[config.mk]
export PLATFORM = sky130hd
export DESIGN_NAME = toe_conn_requester
export DESIGN_NICKNAME = d
export VERILOG_FILES = /design/src/rtl/toe_conn_requester.sv
export SDC_FILE = /design/constraint.sdc
export NUM_CORES = 1
export LEC_CHECK = 0
export CAP_MARGIN = 20
export CORE_ASPECT_RATIO = 0.5
export CORE_MARGIN = 2
export CORE_UTILIZATION = 43
export DETAILED_ROUTE_END_ITERATION = 10
export HOLD_SLACK_MARGIN = 0.12
export PLACE_DENSITY = 0.77
export SYNTH_ARGS = -nofsm -noshare
export SYNTH_HDL_FRONTEND = slang
export SYNTH_SLANG_ARGS = --single-unit
[constraint.sdc]
create_clock -name clk_i -period 8.4 [get_ports clk_i]
set_input_delay 2.52 -clock clk_i [delete_from_list [all_inputs] [get_ports clk_i]]
set_output_delay 2.52 -clock clk_i [all_outputs]
set_load 0.02 [all_outputs]
[src/rtl/toe_conn_requester.sv]
// Avalon-MM master for the TOE connection-init slave: writes the tuple, polls done, reads error/id, clears done.
// Build option TOE_CONN_TIMEOUT_EN bounds polling to POLL_MAX reads and reports a timeout response.
module toe_conn_requester #(
  parameter int POLL_GAP = 4,
  parameter int POLL_MAX = 1024
) (
  input  logic        clk_i,
  input  logic        rst_i,
  input  logic        req_valid_i,
  output logic        req_ready_o,
  input  logic [1:0]  req_op_i,
  input  logic [31:0] req_ip_src_i,
  input  logic [31:0] req_ip_dst_i,
  input  logic [23:0] req_mac_src_i,
  input  logic [23:0] req_mac_dst_i,
  input  logic [15:0] req_port_src_i,
  input  logic [15:0] req_port_dst_i,
  input  logic [7:0]  req_id_i,
  output logic        rsp_valid_o,
  input  logic        rsp_ready_i,
  output logic [7:0]  rsp_error_o,
  output logic [7:0]  rsp_id_o,
  output logic        rsp_timeout_o,
  output logic [3:0]  avm_address_o,
  output logic        avm_chipselect_o,
  output logic        avm_write_o,
  output logic [31:0] avm_writedata_o,
  output logic        avm_read_o,
  input  logic [31:0] avm_readdata_i
);

  typedef enum logic [3:0] {
    IDLE, WR, POLL_RD, POLL_CHK, GAP, ERR_RD, ERR_CHK, ID_RD, ID_CHK, CLR, RESP
  } state_e;

  localparam int GW = (POLL_GAP > 1) ? $clog2(POLL_GAP) : 1;
  localparam logic [GW-1:0] GAP_LAST = GW'((POLL_GAP > 0) ? POLL_GAP - 1 : 0);

  state_e        state_q, state_d;
  logic [2:0]    wcnt_q, wcnt_d, wnext;
  logic [GW-1:0] gcnt_q, gcnt_d;
  logic          req_ready_q, req_ready_d;
  logic          rsp_valid_q, rsp_valid_d;
  logic [7:0]    rsp_error_q, rsp_error_d;
  logic [7:0]    rsp_id_q, rsp_id_d;
  logic          rsp_to_q, rsp_to_d;
  logic [3:0]    addr_q, addr_d;
  logic          wr_q, wr_d, rd_q, rd_d;
  logic [31:0]   wdata_q, wdata_d;
  logic          accept, timed_out;

  logic [1:0]    op_q;
  logic [31:0]   ip_dst_q;
  logic [23:0]   mac_src_q, mac_dst_q;
  logic [15:0]   port_src_q, port_dst_q;
  logic [7:0]    id_q;

`ifdef TOE_CONN_TIMEOUT_EN
  localparam int PCW = $clog2(POLL_MAX + 1);
  logic [PCW-1:0] pcnt_q, pcnt_d;
`endif

  logic unused_bits;
  assign unused_bits = (^avm_readdata_i[31:8]) ^ (POLL_MAX > 0);

  assign accept = req_valid_i && req_ready_q;

  // ip_src goes straight onto the bus in the accept cycle, so it is never stored.
  always_ff @(posedge clk_i or posedge rst_i) begin
    if (rst_i) begin
      op_q       <= '0;
      ip_dst_q   <= '0;
      mac_src_q  <= '0;
      mac_dst_q  <= '0;
      port_src_q <= '0;
      port_dst_q <= '0;
      id_q       <= '0;
    end else if (accept) begin
      op_q       <= req_op_i;
      ip_dst_q   <= req_ip_dst_i;
      mac_src_q  <= req_mac_src_i;
      mac_dst_q  <= req_mac_dst_i;
      port_src_q <= req_port_src_i;
      port_dst_q <= req_port_dst_i;
      id_q       <= req_id_i;
    end
  end

  always_ff @(posedge clk_i or posedge rst_i) begin
    if (rst_i) begin
      state_q     <= IDLE;
      wcnt_q      <= '0;
      gcnt_q      <= '0;
      req_ready_q <= 1'b0;
      rsp_valid_q <= 1'b0;
      rsp_error_q <= '0;
      rsp_id_q    <= '0;
      rsp_to_q    <= 1'b0;
      addr_q      <= '0;
      wr_q        <= 1'b0;
      rd_q        <= 1'b0;
      wdata_q     <= '0;
`ifdef TOE_CONN_TIMEOUT_EN
      pcnt_q      <= '0;
`endif
    end else begin
      state_q     <= state_d;
      wcnt_q      <= wcnt_d;
      gcnt_q      <= gcnt_d;
      req_ready_q <= req_ready_d;
      rsp_valid_q <= rsp_valid_d;
      rsp_error_q <= rsp_error_d;
      rsp_id_q    <= rsp_id_d;
      rsp_to_q    <= rsp_to_d;
      addr_q      <= addr_d;
      wr_q        <= wr_d;
      rd_q        <= rd_d;
      wdata_q     <= wdata_d;
`ifdef TOE_CONN_TIMEOUT_EN
      pcnt_q      <= pcnt_d;
`endif
    end
  end

  // Bus strobes are computed one cycle ahead so every output comes straight from a flop.
  always_comb begin
    state_d     = state_q;
    wcnt_d      = wcnt_q;
    gcnt_d      = gcnt_q;
    wnext       = wcnt_q + 3'd1;
    req_ready_d = 1'b0;
    rsp_valid_d = 1'b0;
    rsp_error_d = rsp_error_q;
    rsp_id_d    = rsp_id_q;
    rsp_to_d    = rsp_to_q;
    addr_d      = '0;
    wr_d        = 1'b0;
    rd_d        = 1'b0;
    wdata_d     = '0;
    timed_out   = 1'b0;
`ifdef TOE_CONN_TIMEOUT_EN
    pcnt_d      = pcnt_q;
`endif
    case (state_q)
      IDLE: begin
        req_ready_d = 1'b1;
        if (accept) begin
          req_ready_d = 1'b0;
          rsp_error_d = '0;
          rsp_id_d    = '0;
          rsp_to_d    = 1'b0;
`ifdef TOE_CONN_TIMEOUT_EN
          pcnt_d      = '0;
`endif
          if (req_op_i == 2'b01 || req_op_i == 2'b10) begin
            state_d = WR;
            wcnt_d  = '0;
            wr_d    = 1'b1;
            addr_d  = 4'h3;
            wdata_d = req_ip_src_i;
          end else begin
            state_d     = RESP;
            rsp_valid_d = 1'b1;
            rsp_error_d = 8'hFE;
          end
        end
      end
      WR: begin
        if (wcnt_q == 3'd7) begin
          state_d = POLL_RD;
          rd_d    = 1'b1;
          addr_d  = 4'h1;
        end else begin
          wcnt_d = wnext;
          wr_d   = 1'b1;
          case (wnext)
            3'd1:    begin addr_d = 4'h4; wdata_d = ip_dst_q;              end
            3'd2:    begin addr_d = 4'h5; wdata_d = {8'h00, mac_src_q};    end
            3'd3:    begin addr_d = 4'h6; wdata_d = {8'h00, mac_dst_q};    end
            3'd4:    begin addr_d = 4'h7; wdata_d = {16'h0000, port_src_q}; end
            3'd5:    begin addr_d = 4'h8; wdata_d = {16'h0000, port_dst_q}; end
            3'd6:    begin addr_d = 4'hA; wdata_d = {24'h0, id_q};          end
            default: begin addr_d = 4'h0; wdata_d = {30'h0, op_q};          end
          endcase
        end
      end
      POLL_RD: state_d = POLL_CHK;
      POLL_CHK: begin
        if (avm_readdata_i[0]) begin
          state_d = ERR_RD;
          rd_d    = 1'b1;
          addr_d  = 4'h2;
        end else begin
`ifdef TOE_CONN_TIMEOUT_EN
          pcnt_d    = pcnt_q + 1'b1;
          timed_out = (pcnt_d == PCW'(POLL_MAX));
`endif
          if (timed_out) begin
            state_d     = CLR;
            wr_d        = 1'b1;
            addr_d      = 4'h1;
            rsp_to_d    = 1'b1;
            rsp_error_d = 8'hFF;
            rsp_id_d    = '0;
          end else if (POLL_GAP == 0) begin
            state_d = POLL_RD;
            rd_d    = 1'b1;
            addr_d  = 4'h1;
          end else begin
            state_d = GAP;
            gcnt_d  = '0;
          end
        end
      end
      GAP: begin
        if (gcnt_q == GAP_LAST) begin
          state_d = POLL_RD;
          rd_d    = 1'b1;
          addr_d  = 4'h1;
        end else begin
          gcnt_d = gcnt_q + 1'b1;
        end
      end
      ERR_RD: state_d = ERR_CHK;
      ERR_CHK: begin
        rsp_error_d = avm_readdata_i[7:0];
        state_d     = ID_RD;
        rd_d        = 1'b1;
        addr_d      = 4'h9;
      end
      ID_RD: state_d = ID_CHK;
      ID_CHK: begin
        rsp_id_d = avm_readdata_i[7:0];
        state_d  = CLR;
        wr_d     = 1'b1;
        addr_d   = 4'h1;
      end
      CLR: begin
        state_d     = RESP;
        rsp_valid_d = 1'b1;
      end
      RESP: begin
        rsp_valid_d = 1'b1;
        if (rsp_ready_i) begin
          rsp_valid_d = 1'b0;
          req_ready_d = 1'b1;
          state_d     = IDLE;
        end
      end
      default: state_d = IDLE;
    endcase
  end

  assign req_ready_o      = req_ready_q;
  assign rsp_valid_o      = rsp_valid_q;
  assign rsp_error_o      = rsp_error_q;
  assign rsp_id_o         = rsp_id_q;
  assign rsp_timeout_o    = rsp_to_q;
  assign avm_address_o    = addr_q;
  assign avm_write_o      = wr_q;
  assign avm_read_o       = rd_q;
  assign avm_chipselect_o = wr_q | rd_q;
  assign avm_writedata_o  = wdata_q;

endmodule

**Yosys cells after proc, flatten, opt, wreduce, memory -nomap -nowiden**

Cells that the tools add are included.

- Input bits: 190
- Bits in registers: 187

- Add/subtract/negate cells: 2
- Reduce and logical (&&, ||, !) cells: 12
- Equal/unequal tests: 28
- Mux-type cells: 46
- Bitwise gates (word level): 1

Operator list:

| operator | number |
|---|---|
| 32-bit case mux with 6 select lines | 1 |
| 32-bit 2-to-1 mux | 3 |
| 32-bit case mux with 2 select lines | 1 |
| 4-bit case mux with 6 select lines | 2 |
| 4-bit case mux with 11 select lines | 1 |
| 8-bit case mux with 2 select lines | 2 |
| 4-bit 2-to-1 mux | 6 |
| 8-bit 2-to-1 mux | 3 |
| 4-bit by 3-bit equality test with 1-bit output (second input constant) | 4 |
| 2-bit != test (second input constant) | 8 |
| 1-bit 2-to-1 mux | 13 |
| 3-bit equality test (second input constant) | 4 |
| 4-bit equality test (second input constant) | 3 |
| 2-bit 2-to-1 mux | 5 |
| 3-bit 2-to-1 mux | 3 |
| 4-bit by 2-bit equality test with 1-bit output (second input constant) | 2 |
| 4-bit AND reduction | 2 |
| 2-bit nonzero test | 4 |
| 3-bit by 2-bit equality test with 1-bit output (second input constant) | 2 |
| 1-bit case mux with 3 select lines | 2 |
| 3-bit case mux with 2 select lines | 1 |
| 2-bit equality test (second input constant) | 2 |
| 4-bit by 1-bit equality test with 1-bit output (second input constant) | 1 |
| 4-bit logical NOT | 1 |
| other kinds (12) | 13 |

**Logic depth before layout (Yosys ltp)**

Gate-level depths: netlist of run 1.

- Depth in word-level cells: 5
- Depth in mapped cells: 8
- Depth with buffers taken out: 6

**Least setup slack after synthesis of run 1**

OpenSTA, ideal clock, no wires.

- Path type: input port to flip-flop
- Start point: in req_valid_i
- End point: reg wcnt_q[0]
- Data required time: 8.275 ns
- Path slack: 4.746 ns
- Stages: 5
- Data arrival time: 3.530 ns
- Setup time: 0.125 ns
- Cell sequence: and2_1 > clkbuf_1 > o21ai_0 > a211o_1 > mux2_2

- Cells in the longest elaborated chain, start to end: 3

RTL lines:

| element | line | RTL |
|---|---|---|
| start: declaration | 9 | `input logic req_valid_i,` |
| 1-bit logical AND | 66 | `assign accept = req_valid_i && req_ready_q;` |
| 2-bit != test (no line) | - |  |
| 4-bit AND reduction (no line) | - |  |
| end signal: assignment | 108 | `wcnt_q <= wcnt_d;` |
| end: declaration | 40 | `logic [2:0] wcnt_q, wcnt_d, wnext;` |

Every way passes these cells.
A chain may end at the register's enable or synchronous reset.

**Worst setup path after layout of run 1**

- Start point: in req_op_i[0]
- End point: reg wdata_q[16], in the netlist avm_writedata_o[16]

- Cells in the longest elaborated chain, start to end: 5
- Elaborated cells between the ends (all ways): 6
- Those cells by class: eq/ne: 2; mux: 3; reduce/logical: 1

RTL lines:

| element | line | RTL |
|---|---|---|
| start: declaration | 11 | `input logic [1:0] req_op_i,` |
| 2-bit by 1-bit equality test with 1-bit output / 2-bit equality test (equally long branches) | 155 | `if (req_op_i == 2'b01 \|\| req_op_i == 2'b10) begin` |
| 1-bit logical OR (*) | 155 |  |
| 32-bit 2-to-1 mux (*) | 155 |  |
| 32-bit 2-to-1 mux (*) | 147 | `if (accept) begin` |
| 32-bit case mux with 2 select lines (*) | 144 | `case (state_q)` |
| named net wdata_d[16] | 49 | `logic [31:0] wdata_q, wdata_d;` |
| end signal: assignment | 118 | `wdata_q <= wdata_d;` |
| end: declaration | 49 |  |

The timed path passes the listed nets; every way through them passes the cells marked *.

==> flow_summary_export.csv, run 1 <==
group,metric,value,unit
status,status,"completed",
sta,finalHoldViolations,0,
setup_path,cpMaxStageDelayCell,"nor3b_4",
clock_network,clockBufferDepth,2,
sta,tightest_slew,965,ps
setup_path,crit_chain,"clkdlybuf4s50_1 -> xor2_1 -> nor3b_4 -> buf_4 -> nand2_1 -> o31ai_1",
yosys,postSynthAreaPerCell,9.45,um2
clock_network,clk_pin_slew_worst_paths,80,ps
pwr,peakVddDrop,156,uV
placement,placement.io_buffers,222,
final_layout,areaGrowthSynthToFinish,37.5,%
final_layout,seqCellArea,4680,um2
global_route,antenna_found_initial,0,
setup_path,endpoint_kind,"flop",
sta,setup_viol,0,
setup_path,crit_type,"in -> reg",
die,initial_utilization,0.437,
pwr,leakage,0.00523,uW
run,max_cap_violations,0,
yosys,syn-num-nets,1044,
global_route,grt_pass1_wl,34700,um
sta,slew_violations,0,
detailed_routing,routedWlPerCell,16.6,um
final_layout,num_antenna_cells,0,
clock_network,tritoncts,"yes",
detailed_routing,drc_errors,0,
detailed_routing,drtAntennaViolNets,0,
die,core_area,18300,um2
yosys,async_flop_share,1.00,
clock_network,cts_sinks,187,
clock_network,cts_inserted_buffers,17,
setup_path,cp_num_buf_inv,2,
final_layout,nets,1240,
sta,skew,13.7,ps
placement,place.gp.congestion,0.862,
die,die-area,19800,um2
setup_path,max_stage_delay,650,ps
global_route,grt_max_degree,113,
die,die_width,197,um
yosys,ys_top_cells_by_count,"nand2_1, dfrtp_1, clkbuf_1, a22o_1",
yosys,ys_seq_area_frac,0.585,
clock_network,cts_root_buf,"clkbuf_16",
final_layout,drive_gt1_frac,0.0691,
placement,place_hpwl,14700,um
detailed_routing,totalWireLength,21600,um
placement,placed_area,10400,um2
die,num_rows,35,
yosys,synth_top_area_cell,"dfrtp_1",
final_layout,stdcell_area,11000,um2
final_layout,multiInputGateArea,3080,um2
global_route,overflow,0,
yosys,synth.area.top_cells,"dfrtp_1, nand2_1, mux2_2, a222oi_1, a22o_1",
yosys,synthFlopType,"dfrtp_1",
final_layout,fillCellCount,1540,
sta,max_slew_margin,0.357,
sta,max_freq,0.229,GHz
global_route,grt_pass1_vias,6726,
sta,tns,0,ps
die,die_h,100,um
min_path,hold_path_class,"reg -> reg",
detailed_routing,post_drt_via_cell_ratio,5.26,
yosys,yosys_warnings,0,
setup_path,crit_fanout,23,
yosys,synthCells,847,
global_route,grt_use_total,0.223,
setup_path,worstPathRequired,8710,ps
setup_path,critical_path.top_delay_family,"buffers and inverters",
detailed_routing,routed-via-count,6818,
detailed_routing,drt-initial-drc-count,668,
setup_path,critPathArrivalTime,4670,ps
clock_network,ctsResizeCount,0,
pwr,power.density,341,nW/um2
die,ios,248,
yosys,ys_seq_elements,187,
clock_network,post-cts-setup-buffers,0,
clock_network,htreeDepth,4,
detailed_routing,first_pass_iters,6,
sta,rsz0062_at_grt,"false",
yosys,synth.distinct_cells,52,
yosys,synth_top_area_share,0.585,
clock_network,holdBufCountCts,0,
clock_network,clk_latency,420,ps
sta,period_share,0.520,
sta,min_period,4360,ps
yosys,synth-edff-count,0,
setup_path,start_kind,"input port",
yosys,synth_area,8000,um2
yosys,yosysMostFrequentCell,"nand2_1",
-- per-stage QoR --
stage / hold slack (ps) / std cells / utilization / worst slack, ps / total power [uW]
finish: 471 / 1296 / 0.601 / 4040 / 3750
global route: 499 / 1296 / 0.601 / 3840 / 4020
CTS: 473 / 1295 / 0.600 / 4010 / 3770
detailed placement: 457 / 1263 / 0.567 / 3570 / 2950
global placement: 454 / 1263 / 0.567 / 3640 / 2900
floorplan: 439 / 847 / - / 795 / 2410
-- kinds of logic after synthesis --
logic type / share of synthesized area
fa+ha+maj: 0.0109
compound gates: 0.115
mux: 0.0278
other cells: 0.000469
xor+xnor: 0.00109
flops: 0.585
buf+inv: 0.0316
simple gates: 0.228
-- power by group --
| part | switching, uW | internal, uW |
|---|---|---|
| logic | 799 | 640 |
| clock network | 373 | 432 |
| registers | 228 | 1280 |
| total | 1400 | 2350 |
-- layout by cell type, fill, tap and decap left out, types with 11 or more instances in the layout --
cell	n
o21ai_1	14
a22o_1	19
clkdlybuf4s50_1	222
nand2_1	403
nor2_1	15
dfrtp_1	187
a22oi_1	11
a222oi_1	18
mux2_2	18
clkbuf_16	17
-- tightest hold or removal path: cells and delay by family (launching register included) --
kind | cells | cell delay, ps
and+or+nand+nor | 2 | 100
DFF | 1 | 340
-- routing by layer --
layer / share of wire / up-vias / routed length (um) / GRT usage
li1: - / 3224 / - / -
met1: 0.45 / 3348 / 9760 / 0.311
met2: 0.48 / 222 / 10400 / 0.360
met3: 0.048 / 24 / 1030 / 0.0365
met4: 0.018 / 0 / 389 / 0.0706
met5: 0 / - / 0 / 0
-- area by class of cell --
cell class / instances / share of cell area
timing repair buffer: 232 / 0.211
tap: 240 / 0.0273
sequential: 187 / 0.425
multi-input combinational: 598 / 0.280
inverter: 7 / 0.00307
clock inverter: 14 / 0.0140
clock buffer: 18 / 0.0399
-- final timing paths --
check	from	end	slack, ps	cells past startpoint
max in group asynchronous	rst_i	mac_dst_q[12]	4650	4
worst max-delay path	req_op_i[0]	avm_writedata_o[16]	4040	6
worst min-delay path	port_dst_q[4]	port_dst_q[4]	470	2
worst max register to register	state_q[1]	avm_writedata_o[25]	5650	4
worst min register to register	port_dst_q[4]	port_dst_q[4]	470	2
min in group asynchronous	rst_i	port_src_q[0]	2650	2
-- registers in the layout (all words and copies together), names as in the netlist, 8 cells and up --
| register | count |
|---|---|
| rsp_error_o | 8 |
| mac_src_q | 24 |
| ip_dst_q | 32 |
| id_q | 8 |
| avm_writedata_o | 32 |
| rsp_id_o | 8 |
| port_dst_q | 16 |
| mac_dst_q | 24 |
| port_src_q | 16 |
Note: power is estimated with default switching activity, not from simulation.
==> run 2, diff against run 1 <==
==> constraint.sdc (replaced) <==
create_clock -name clk_i -period 4.4 [get_ports clk_i]
set_input_delay 1.32 -clock clk_i [delete_from_list [all_inputs] [get_ports clk_i]]
set_output_delay 1.32 -clock clk_i [all_outputs]
set_load 0.02 [all_outputs]
==> flow_summary_export.csv, run 2 (synthesis results as in run 1) <==
group,metric,value,unit
sta,tightest_slew,1030,ps
die,die_width,197,um
detailed_routing,first_pass_iters,6,
sta,period_share,0.672,
die,num_rows,35,
sta,skew,16.2,ps
setup_path,start_kind,"flop",
detailed_routing,drtAntennaViolNets,0,
sta,max_freq,0.338,GHz
final_layout,nets,1241,
detailed_routing,drc_errors,0,
detailed_routing,routed-via-count,6801,
die,die_h,100,um
detailed_routing,totalWireLength,21600,um
pwr,power.density,648,nW/um2
final_layout,final_cell_mix,"nand2_1, clkdlybuf4s50_1, dfrtp_1",
clock_network,clk_latency,420,ps
detailed_routing,routedWlPerCell,16.6,um
placement,place_hpwl,14700,um
min_path,min_to,"ip_dst_q[5]",
global_route,grt_max_degree,107,
global_route,antenna_found_initial,0,
setup_path,reg2reg_from,"state_q[1]",
sta,rsz0062_at_grt,"false",
clock_network,cts_sinks,187,
clock_network,cts_inserted_buffers,17,
detailed_routing,drt-initial-drc-count,519,
clock_network,htreeDepth,4,
die,initial_utilization,0.437,
setup_path,critPathArrivalTime,1640,ps
setup_path,reg2reg_to,"avm_writedata_o[29]",
final_layout,final_common_cell,"nand2_1",
min_path,hold_path_depth,2,
clock_network,post-cts-setup-buffers,0,
die,die-area,19800,um2
status,status,"completed",
die,ios,248,
sta,max_slew_margin,0.312,
pwr,peakVddDrop,347,uV
run,max_cap_violations,0,
global_route,grt_use_total,0.222,
setup_path,rrSetupSlack,1600,ps
clock_network,tritoncts,"yes",
setup_path,crit_fanout,2,
setup_path,crit_type,"reg -> out",
global_route,overflow,0,
global_route,grt_pass1_wl,34600,um
clock_network,cts_root_buf,"clkbuf_16",
placement,placement.io_buffers,222,
final_layout,areaGrowthSynthToFinish,37.5,%
sta,setup_viol,0,
final_layout,drive_gt1_frac,0.0700,
clock_network,clockBufferDepth,2,
setup_path,endpoint_kind,"output pin",
min_path,worstHoldStart,"ip_dst_q[5]",
sta,slew_violations,0,
pwr,leakage,0.00522,uW
detailed_routing,post_drt_via_cell_ratio,5.24,
sta,tns,0,ps
clock_network,ctsResizeCount,0,
clock_network,holdBufCountCts,0,
setup_path,r2r_cells,4,
die,core_area,18300,um2
sta,min_period,2960,ps
clock_network,clk_pin_slew_worst_paths,70,ps
global_route,grt_pass1_vias,6772,
placement,place.gp.congestion,0.838,
sta,finalHoldViolations,0,
final_layout,fin_util,0.601,
setup_path,worstPathRequired,3080,ps
final_layout,num_antenna_cells,0,
min_path,hold_path_class,"reg -> reg",
-- run 2: cell count changes in the layout (fill, tap and decap cells not counted), sizes merged --
cell / previous run / this run
clkinvlp: 2 / 4
inv: 15 / 13
buf: 10 / 11
clkbuf: 18 / 17
clkinv: 3 / 4
-- run 2: cell type report --
cell class / instances / area [um2]
clock buffers: 17 / 425
clock inverters: 15 / 155
fillers: 1570 / 7300
inverters: 7 / 30.0
multi-input cells: 598 / 3080
flip-flops and latches: 187 / 4680
well taps: 240 / 300
repair buffers: 233 / 2330
-- run 2: how the worst max path moves through the flow --
stage | cells past startpoint | start | to | slack, ps
floorplan | 1 | rst_i | avm_address_o[0] | 670
global placement | 5 | req_valid_i | port_dst_q[10] | 1160
detailed placement | 5 | req_valid_i | ip_dst_q[14] | 1120
CTS | 2 | avm_read_o | avm_chipselect_o | 1420
global route | 5 | req_valid_i | port_src_q[10] | 1350
finish | 2 | avm_read_o | avm_chipselect_o | 1440
-- run 2: routing by layer --
layer  GRT usage  vias to the layer above  part of all wire
met3      0.0361                       26             0.041
met1       0.303                     3340              0.46
met4      0.0659                        0             0.019
li1            -                     3216                 -
met2       0.372                      219              0.48
met5           0                        -                 0
-- run 2: stage by stage --
step | setup slack (ps) | power [uW] | hold slack [ps] | cell area [um2] | std cells
floorplan | 674 | 4590 | 439 | 8010 | 847
global placement | 1160 | 5540 | 454 | 10400 | 1265
detailed placement | 1120 | 5650 | 461 | 10400 | 1265
CTS | 1420 | 7180 | 478 | 11000 | 1297
global route | 1350 | 7630 | 501 | 11000 | 1297
finish | 1440 | 7130 | 476 | 11000 | 1297
-- run 2: critical path, stage by stage (launching register included) --
cell,delay [ps]
dfrtp_1,380
or2_2,290
clkdlybuf4s50_1,550
-- run 2: power by group --
group	leakage, uW	switching (uW)	internal (uW)
clock	0.000278	713	804
sequential	0.00239	433	2440
combinational	0.00255	1520	1220
total	0.00522	2670	4470
